<file path="config.mk">
export PLATFORM = sky130hd
export DESIGN_NAME = lcd_scanout
export DESIGN_NICKNAME = d
export VERILOG_FILES = /design/src/rtl/lcd_scanout.sv
export SDC_FILE = /design/constraint.sdc
export NUM_CORES = 1
export LEC_CHECK = 0
export ABC_AREA = 0
export CELL_PAD_IN_SITES_DETAIL_PLACEMENT = 1
export CELL_PAD_IN_SITES_GLOBAL_PLACEMENT = 1
export CORE_MARGIN = 3
export CORE_UTILIZATION = 40
export CTS_CLUSTER_SIZE = 24
export DETAILED_ROUTE_END_ITERATION = 10
export PLACE_DENSITY = 0.74
export SLEW_MARGIN = 5
export SYNTH_ARGS = -nofsm -noshare
export SYNTH_HDL_FRONTEND = slang
export SYNTH_SLANG_ARGS = --single-unit
</file>
<file path="constraint.sdc">
create_clock -name mck -period 3.3 [get_ports mck]
set_input_delay 0.33 -clock mck [delete_from_list [all_inputs] [get_ports mck]]
set_output_delay 0.33 -clock mck [all_outputs]
set_load 0.02 [all_outputs]
</file>
<file path="src/rtl/lcd_scanout.sv">
`default_nettype none
// ============================================================================
//  Module   : lcd_scanout
//  Purpose  : Scans the 1-bpp Z88 framebuffer out of VRAM as a VGA-timed,
//             line-replicated serial pixel stream.
//  Revision : 1.0
// ============================================================================
module lcd_scanout #(
   parameter int H_ACTIVE = 640,
   parameter int H_FP     = 16,
   parameter int H_SYNC   = 96,
   parameter int H_BP     = 48,
   parameter int V_ACTIVE = 480,
   parameter int V_FP     = 10,
   parameter int V_SYNC   = 2,
   parameter int V_BP     = 33,
   parameter int VSCALE   = 4,
   parameter int V_OFFSET = 112
) (
   input  logic        mck,
   input  logic        rin,
   input  logic        pix_ce,
   input  logic        lcdon,
   output logic [12:0] o_rd_a,
   input  logic [7:0]  i_rd_d,
   output logic        o_hs,
   output logic        o_vs,
   output logic        o_de,
   output logic        o_pix,
   output logic        o_sof
);

   localparam int C_H_TOTAL = H_ACTIVE + H_FP + H_SYNC + H_BP;
   localparam int C_V_TOTAL = V_ACTIVE + V_FP + V_SYNC + V_BP;
   localparam int C_HW      = $clog2(C_H_TOTAL);
   localparam int C_VW      = $clog2(C_V_TOTAL);
   localparam int C_VSHIFT  = $clog2(VSCALE);

   localparam logic [C_HW-1:0] C_H_ACT    = C_HW'(H_ACTIVE);
   localparam logic [C_HW-1:0] C_H_MAX    = C_HW'(C_H_TOTAL - 1);
   localparam logic [C_HW-1:0] C_HS_BEG   = C_HW'(H_ACTIVE + H_FP);
   localparam logic [C_HW-1:0] C_HS_END   = C_HW'(H_ACTIVE + H_FP + H_SYNC);
   localparam logic [C_VW-1:0] C_V_ACT    = C_VW'(V_ACTIVE);
   localparam logic [C_VW-1:0] C_V_MAX    = C_VW'(C_V_TOTAL - 1);
   localparam logic [C_VW-1:0] C_VS_BEG   = C_VW'(V_ACTIVE + V_FP);
   localparam logic [C_VW-1:0] C_VS_END   = C_VW'(V_ACTIVE + V_FP + V_SYNC);
   localparam logic [C_VW-1:0] C_BAND_BEG = C_VW'(V_OFFSET);
   localparam logic [C_VW-1:0] C_BAND_END = C_VW'(V_OFFSET + 64 * VSCALE);
   localparam logic [6:0]      C_LAST_BYTE = 7'(H_ACTIVE / 8 - 1);

   logic [C_HW-1:0] r_hcnt;
   logic [C_VW-1:0] r_vcnt;
   logic [7:0]      r_sr;
   logic [7:0]      r_nxt;
   logic            r_pend1;
   logic            r_pend2;

   logic            w_h_last;
   logic            w_v_last;
   logic            w_h_act;
   logic            w_v_act;
   logic            w_byte_start;
   logic            w_in_band;
   logic            w_nx_band;
   logic            w_line_end;
   logic            w_load;
   logic            w_fetch_first;
   logic            w_fetch_next;
   logic            w_fetch;
   logic            w_pix_bit;
   logic            w_hs_n;
   logic            w_vs_n;
   logic [C_VW-1:0] w_vnext;
   logic [C_VW-1:0] w_voff_nx;
   logic [5:0]      w_zline_nx;

   assign w_h_last     = (r_hcnt == C_H_MAX);
   assign w_v_last     = (r_vcnt == C_V_MAX);
   assign w_h_act      = (r_hcnt < C_H_ACT);
   assign w_v_act      = (r_vcnt < C_V_ACT);
   assign w_byte_start = (r_hcnt[2:0] == 3'd0);
   assign w_vnext      = w_v_last ? '0 : r_vcnt + 1'b1;

   assign w_in_band  = (r_vcnt >= C_BAND_BEG) && (r_vcnt < C_BAND_END);
   assign w_nx_band  = (w_vnext >= C_BAND_BEG) && (w_vnext < C_BAND_END);
   assign w_voff_nx  = w_vnext - C_BAND_BEG;
   assign w_zline_nx = 6'(w_voff_nx >> C_VSHIFT);

   assign w_line_end = pix_ce && (r_hcnt == C_H_ACT);
   assign w_load     = pix_ce && w_byte_start && w_h_act;

   // The byte field stops at the last visible byte so cropped columns are never fetched.
   assign w_fetch_first = w_line_end && w_nx_band;
   assign w_fetch_next  = w_load && w_in_band && (o_rd_a[6:0] != C_LAST_BYTE);
   assign w_fetch       = w_fetch_first || w_fetch_next;

   assign w_pix_bit = w_byte_start ? r_nxt[0] : r_sr[1];
   assign w_hs_n    = !((r_hcnt >= C_HS_BEG) && (r_hcnt < C_HS_END));
   assign w_vs_n    = !((r_vcnt >= C_VS_BEG) && (r_vcnt < C_VS_END));

   always_ff @(posedge mck or posedge rin) begin
      if (rin) begin
         r_hcnt <= '0;
         r_vcnt <= '0;
      end else if (pix_ce) begin
         if (w_h_last) begin
            r_hcnt <= '0;
            r_vcnt <= w_vnext;
         end else begin
            r_hcnt <= r_hcnt + 1'b1;
         end
      end
   end

   always_ff @(posedge mck or posedge rin) begin
      if (rin) begin
         o_rd_a <= '0;
      end else if (w_fetch_first) begin
         o_rd_a <= {w_zline_nx, 7'd0};
      end else if (w_fetch_next) begin
         o_rd_a <= {o_rd_a[12:7], o_rd_a[6:0] + 7'd1};
      end
   end

   // Read data is valid one mck after the address moves; capture it one mck later still.
   always_ff @(posedge mck or posedge rin) begin
      if (rin) begin
         r_pend1 <= 1'b0;
         r_pend2 <= 1'b0;
         r_nxt   <= '0;
      end else begin
         r_pend1 <= w_fetch;
         r_pend2 <= r_pend1;
         if (r_pend2) begin
            r_nxt <= i_rd_d;
         end
      end
   end

   always_ff @(posedge mck or posedge rin) begin
      if (rin) begin
         r_sr <= '0;
      end else if (pix_ce) begin
         if (w_load) begin
            r_sr <= r_nxt;
         end else begin
            r_sr <= {1'b0, r_sr[7:1]};
         end
      end
   end

   always_ff @(posedge mck or posedge rin) begin
      if (rin) begin
         o_hs  <= 1'b1;
         o_vs  <= 1'b1;
         o_de  <= 1'b0;
         o_pix <= 1'b0;
         o_sof <= 1'b0;
      end else begin
         o_sof <= pix_ce && (r_hcnt == '0) && (r_vcnt == '0);
         if (pix_ce) begin
            o_hs  <= w_hs_n;
            o_vs  <= w_vs_n;
            o_de  <= w_h_act && w_v_act;
            o_pix <= lcdon && w_in_band && w_h_act && w_pix_bit;
         end
      end
   end

endmodule
`default_nettype wire

</file>
# Word level (Yosys, flattened, before mapping)
# Cells that the tools add are included.
# W data, S select, Z words.
[classes] n_addsub=4 mul=0 n_div=0 order_cmp=10 eq_ne=4 shift=0 muxes=6 n_bitwise=0 n_reduce_logical=24
[op_table] cell="$lt A10 B9 Y1 const B" count=4
[op_table] cell="$eq A10 B10 Y1 const B" count=3
[op_table] cell="$add A10 B1 Y10 const B" count=2
[op_table] cell="$ge A10 B7 Y1 const B" count=2
[op_table] cell="$logic_not A10 Y1" count=2
[op_table] cell="$lt A10 B10 Y1 const B" count=2
[op_table] cell="$mux W10" count=2
[op_table] cell="$logic_and A1 B1 Y1" count=16
[op_table] cell="$mux W13" count=1
[op_table] cell="$ge A10 B10 Y1 const B" count=1
[op_table] cell="$ge A10 B9 Y1 const B" count=1
[op_table] cell="$mux W8" count=1
[op_table] cell="$sub A8 B7 Y8 const B" count=1
[op_table] cell="$add A7 B1 Y7 const B" count=1
[op_table] cell="$mux W7" count=1
[op_table] cell="$ne A7 B7 Y1 const B" count=1
[op_table] cell="$logic_not A3 Y1" count=1
[op_table] cell="$logic_not A1 Y1" count=2
[op_table] cell="$reduce_and A2 Y1" count=1
[op_table] cell="$reduce_bool A2 Y1" count=1
[op_table] cell="$logic_or A1 B1 Y1" count=1
[op_table] cell="$mux W1" count=1
[totals] register_bits=56 latch_bits=0 ram_bits=0 mem_bits_ro=0 in_bits=12 out_inout_bits=18 elab_cells=61 memories=0

# Depth between registers and ports, before layout
[depth] depth_word=7 depth_mapped=14 ltp_nobuf=13

# Worst setup path after synthesis
# OpenSTA, ideal clock, no wires.
[synth_path] path_kind="reg-to-reg" from="reg r_vcnt[4]" to="reg o_rd_a[7]" setup_time_ns=0.125 t_arrival_ns=3.085 t_required_ns=3.175 path_slack_ns=0.090 path_stages_with_launch=14 path_buffers=2 synth_period_minus_slack_ns=3.210 path_cell_list="dfrtp_1 > buf_6 > nor4_1 > a311oi_1 > a21oi_1 > inv_1 > ha_1 > a32o_1 > a221oi_1 > a31oi_1 > xnor2_1 > nor4_4 > buf_6 > mux2_4"
[synth_via] elab_chain_cells=5 word_cells_on_any_way=9 classes_between="add/sub (2); order compare (2); eq/ne (1); mux (2); reduce/logical (2)"
[synth_lines] item="start, declared" line="52" rtl="logic [C_VW-1:0] r_vcnt;"
[synth_lines] item="start signal, assigned" line="108" rtl="r_vcnt <= w_vnext;"
[synth_lines] item="$add A10 B1 Y10 / $eq A10 B10 Y1 (equally long branches)" line="82, 78"
[synth_lines] item="$mux W10 (*)" line="82" rtl="assign w_vnext = w_v_last ? '0 : r_vcnt + 1'b1;"
[synth_lines] item="via w_vnext[4]" line="73" rtl="logic [C_VW-1:0] w_vnext;"
[synth_lines] item="$ge A10 B7 Y1 / $lt A10 B9 Y1 (equally long branches)" line="85" rtl="assign w_nx_band = (w_vnext >= C_BAND_BEG) && (w_vnext < C_BAND_END);"
[synth_lines] item="$logic_and A1 B1 Y1 (*)" line="85"
[synth_lines] item="$logic_and A1 B1 Y1 (*)" line="93" rtl="assign w_fetch_first = w_line_end && w_nx_band;"
[synth_lines] item="end signal, assigned" line="119" rtl="o_rd_a <= {w_zline_nx, 7'd0};"
[synth_lines] item="end signal, assigned" line="121" rtl="o_rd_a <= {o_rd_a[12:7], o_rd_a[6:0] + 7'd1};"
[synth_lines] item="end, declared" line="24" rtl="output logic [12:0] o_rd_a,"
# The timed path passes the listed nets; every way through them passes the cells marked *. The select of a mux whose other input is x is not followed.
# A chain may end at the register's enable or synchronous reset.

# Worst setup path in the final report
[layout_path] from="reg r_vcnt[1]" to="reg o_rd_a[10]"
[layout_via] elab_chain_cells=5 word_cells_on_any_way=9 classes_between="add/sub (2); order compare (2); eq/ne (1); mux (2); reduce/logical (2)"
[layout_lines] item="$add A10 B1 Y10 / $eq A10 B10 Y1 (equally long branches)" line="82, 78"
[layout_lines] item="$mux W10 (*)" line="82"
[layout_lines] item="via w_vnext[4]" line="73"
[layout_lines] item="$ge A10 B7 Y1 / $lt A10 B9 Y1 (equally long branches)" line="85"
[layout_lines] item="$logic_and A1 B1 Y1" line="85"
[layout_lines] item="$logic_and A1 B1 Y1" line="93"
# Marks and branches as above.

==> results by stage <==
Status:
- The run finished with clean final reports.

Synthesis:
- The synthesized design spends more area on one cell type than any other, namely dfrtp_1.
- After synthesis, the share of cell area in mux cells is 8.84%.
- The post-synthesis instance area is 2860 µm².
- The simple-gate share of the synthesized area is 18.1%.
- Synthesis produced a netlist with a net count of 288.
- The most used flip-flop cell after synthesis is dfrtp_1.
- The post-synthesis sequential element count is 55.
- Sequential cells were found to cover 48.2% of the synthesized design area.
- The post-synthesis async set-or-reset flop share is 100%.
- Summing the areas of all compound-gate instances in the mapped netlist gives 7.09% of the synthesized area.
- Dividing the synthesized area by the synthesized cell count gives 10.6 µm².
- The area share of the largest cell type after synthesis is 46.4%.
- In this run, synthesis inferred 0 flip-flops with an integrated enable.
- The synthesized netlist devotes 2.63% of its cell area to adder and majority cells.
- For this run, the number of Yosys warnings is 0.
- In this run, distinct cell masters in the synthesized netlist total 50.
- After synthesis, the largest family of logic cells by area is simple AND/OR/NAND/NOR gates.
- The most common cell in the netlist is dfrtp_1.
- Ranked by instance count, the synthesized netlist is headed by dfrtp_1, nor2_1, xnor2_1.
- Summing the areas of all xor and xnor instances in the mapped netlist gives 8.27% of the synthesized area.
- Sorting the synthesized cells by area gives the leading types as dfrtp_1, xnor2_1, nor2_1.
- Synthesis produced a netlist whose cell count is 270.

Clock tree:
- The post-CTS clock slew at the launch and capture registers of the worst setup and hold paths is 0.10 ns.
- The total of hold buffers inserted after clock tree synthesis is 0.
- CTS placed an instance of clkbuf_8 at the clock tree root.
- The clock reaches the later pin of the worst-skew pair after 0.31 ns.
- The number of H-tree branching levels is 2.
- The clock net in this run drives a total of 55 sinks.
- Counting along the longest clock path gives a buffer depth of 2.
- The total CTS buffers is 5.
- The clock tree from TritonCTS is done.

Power and ir drop:
- Power spread over the standard cell area amounts to 418 nW/µm².
- The static leakage is 0.00153 µW.
- The worst-case IR drop observed on VDD is 0.241 mV.

Timing:
- Setup repair after global routing left no endpoint under its margin.
- The final number of max-transition violations is 0.
- The number of endpoints with negative hold slack in the final report came to 0.
- The final number of setup-violating endpoints is 0.
- The final period utilization is 94.1%.
- The worst pin sits at a relative slew slack of 52.0%.
- The highest attainable clock frequency is 322 MHz.
- The final-layout setup total negative slack is 0 ns.
- The final critical-path required period is 3.11 ns.
- Clock skew on the completed layout was measured at 0.00506 ns.
- The transition time at the pin with the least slew margin is 0.712 ns.

Route:
- The total iterations of the first detailed-routing run is 6.
- The DRC marker count from the first detailed-route iteration is 111.
- In the routed design, unresolved DRC markers number 0.
- For this block, the via count after detailed routing is 2,126.
- The aggregate routed wire length is 6710 µm.
- In this run the remaining antenna-violating nets after routing total 0.
- In the final routed layout, each cell accounts on average for 16.6 µm.
- The number of vias per cell is 5.25.

Floorplan:
- The initial utilization of the core area, before any placement, comes to 41.6%.
- The die is 90.5 µm tall.
- The core region is 6870 µm².
- The number of rows in the core area is 30.
- Measured along the x axis, the die boundary spans 90.5 µm.
- During I/O placement, the number of pins put on the boundary was 30.
- The floorplan die area is 8200 µm².

GRT:
- The first global-routing pass estimated 11,700 µm of wire.
- Entering global routing, the biggest net connects 31 pins.
- The total global-route track usage is 17.9%.
- The global-route congestion overflow total is 0.
- The number of antenna violations at the first check in global routing was 0.
- The via count of the first global-routing pass is 2,237.

Cells and area:
- The layout cell share with drive strength beyond 1 is 18.1%.
- The repair_antennas step left the layout with diodes totalling 0.
- The final net count is 326.
- Cells fill 49.2% of the core in the end.
- The total of fill cells in the finished design is 761.
- Relative to the synthesized area, the layout overhead comes to 18.2%.

Critical path:
- For this run, the slowest stage of the critical path takes 0.42 ns.
- The master of the slowest instance on the critical path is dfrtp_2.
- The cell class contributing the biggest share of worst-path delay is compound AO/OA/AOI/OAI gates.
- The required time reported for the critical path endpoint is 3.51 ns.
- The type of the worst setup path is reg -> reg.
- The kind of capture point of the worst setup path is a flop.
- The maximum net fanout on the critical path is 7.
- For the worst setup path, the data arrival time is 3.31 ns.
- The kind of launch point of the worst setup path is a flop.
- By instance count, the cell type seen most on the critical path is inv_1.
- Counting both buffers and inverters, the worst setup path holds a total of 3.
- The critical path goes through inv_1, ha_1, nor2b_2, a311oi_1, a21oi_1, inv_1, ha_2, nor3b_1, mux2_4, a31oi_1, xnor2_1, nor4_4, buf_6, mux2_2.

Flow run:
- The count of maximum capacitance violations is 0.

Placed design:
- The total of buffers placed on input and output ports is 29.
- The routability congestion estimate from global placement is 0.823.
- Detailed placement finished with a half-perimeter wire length of 5030 µm.

Hold path:
- In this run the worst hold path is classified as in -> async.
==> layout by cell type, fill, tap and decap left out, types with 5 or more instances in the layout <==
cell / synthesis / final
nand2_1: 19 / 19
inv_1: 12 / 11
buf_4: 1 / 19
xor2_1: 7 / 7
clkdlybuf4s50_1: 0 / 29
nand3_1: 10 / 10
nand4_1: 5 / 5
mux2_2: 10 / 10
o21ai_0: 9 / 9
ha_1: 6 / 5
xnor2_1: 20 / 20
clkbuf_8: 1 / 5
dfrtp_1: 53 / 52
mux2i_1: 8 / 8
a21oi_1: 8 / 8
nor2_1: 33 / 33
==> metrics by stage <==
stage | setup WS, ns | cell area, µm² | instances | power (µW) | hold WS [ns]
floorplan | 0.0898 | 2860 | 270 | 967 | 0.331
global placement | 0.205 | 3250 | 395 | 1020 | 0.348
detailed placement | 0.0322 | 3250 | 395 | 1040 | 0.348
CTS | 0.0681 | 3350 | 404 | 1430 | 0.388
global route | 0.0000284 | 3380 | 405 | 1510 | 0.399
finish | 0.194 | 3380 | 405 | 1410 | 0.371
==> kinds of logic after synthesis <==
logic type / after synthesis
AOI/OAI and AO/OA: 32
and+or+nand+nor: 98
adders and majority gates: 6
muxes: 22
DFF: 55
xor gates and xnor gates: 27
buffers and inverters: 30
==> registers in the layout, indices dropped and copies added (netlist names) <==
register  count
o_rd_a       13
r_hcnt       10
r_vcnt       10
r_nxt         8
r_sr          7
o_de          1
o_hs          1
o_pix         1
o_sof         1
o_vs          1
r_pend1       1
r_pend2       1
==> repair_timing <==
action / in CTS / in global routing
hold endpoints to repair: 0 / 0
resized for setup: 0 / 6
buffers inserted: 1 / 1
pin swaps: 1 / 0
endpoints found under the setup margin: 3 / 13
==> power by group <==
part / switching, µW / internal (µW)
logic: 111 / 106
clock network: 236 / 153
registers: 68.2 / 739
==> layout make-up <==
| type | count | area, µm² | area share (%) |
|---|---|---|---|
| sequential | 55 | 1380 | 40.8 |
| multi-input combinational | 185 | 1300 | 38.5 |
| timing repair buffer | 49 | 444 | 13.1 |
| tap | 96 | 120 | 3.55 |
| clock buffer | 6 | 72.6 | 2.15 |
| inverter | 12 | 45.0 | 1.33 |
| clock inverter | 2 | 16.3 | 0.481 |
==> path summary, 6_finish.rpt <==
path                            from         end  slack, ns  cells past startpoint
hold reg to reg              r_pend1     r_pend2       0.38                      0
hold / removal                   rin   o_rd_a[3]       0.37                      2
setup / recovery           r_vcnt[1]  o_rd_a[10]       0.19                     14
max in group asynchronous        rin        o_vs       2.09                      3
setup reg to reg           r_vcnt[1]  o_rd_a[10]       0.19                     14
min in group mck             r_pend1     r_pend2       0.38                      0
==> layer usage <==
metal	share of wire, %	routed length [µm]	GRT usage, %
met2	49	3320	28.9
met4	0.66	44	4.85
met1	47	3180	24.5
met5	0	0	0
met3	2.6	172	3.42
Note: power is estimated with default switching activity, not from simulation.
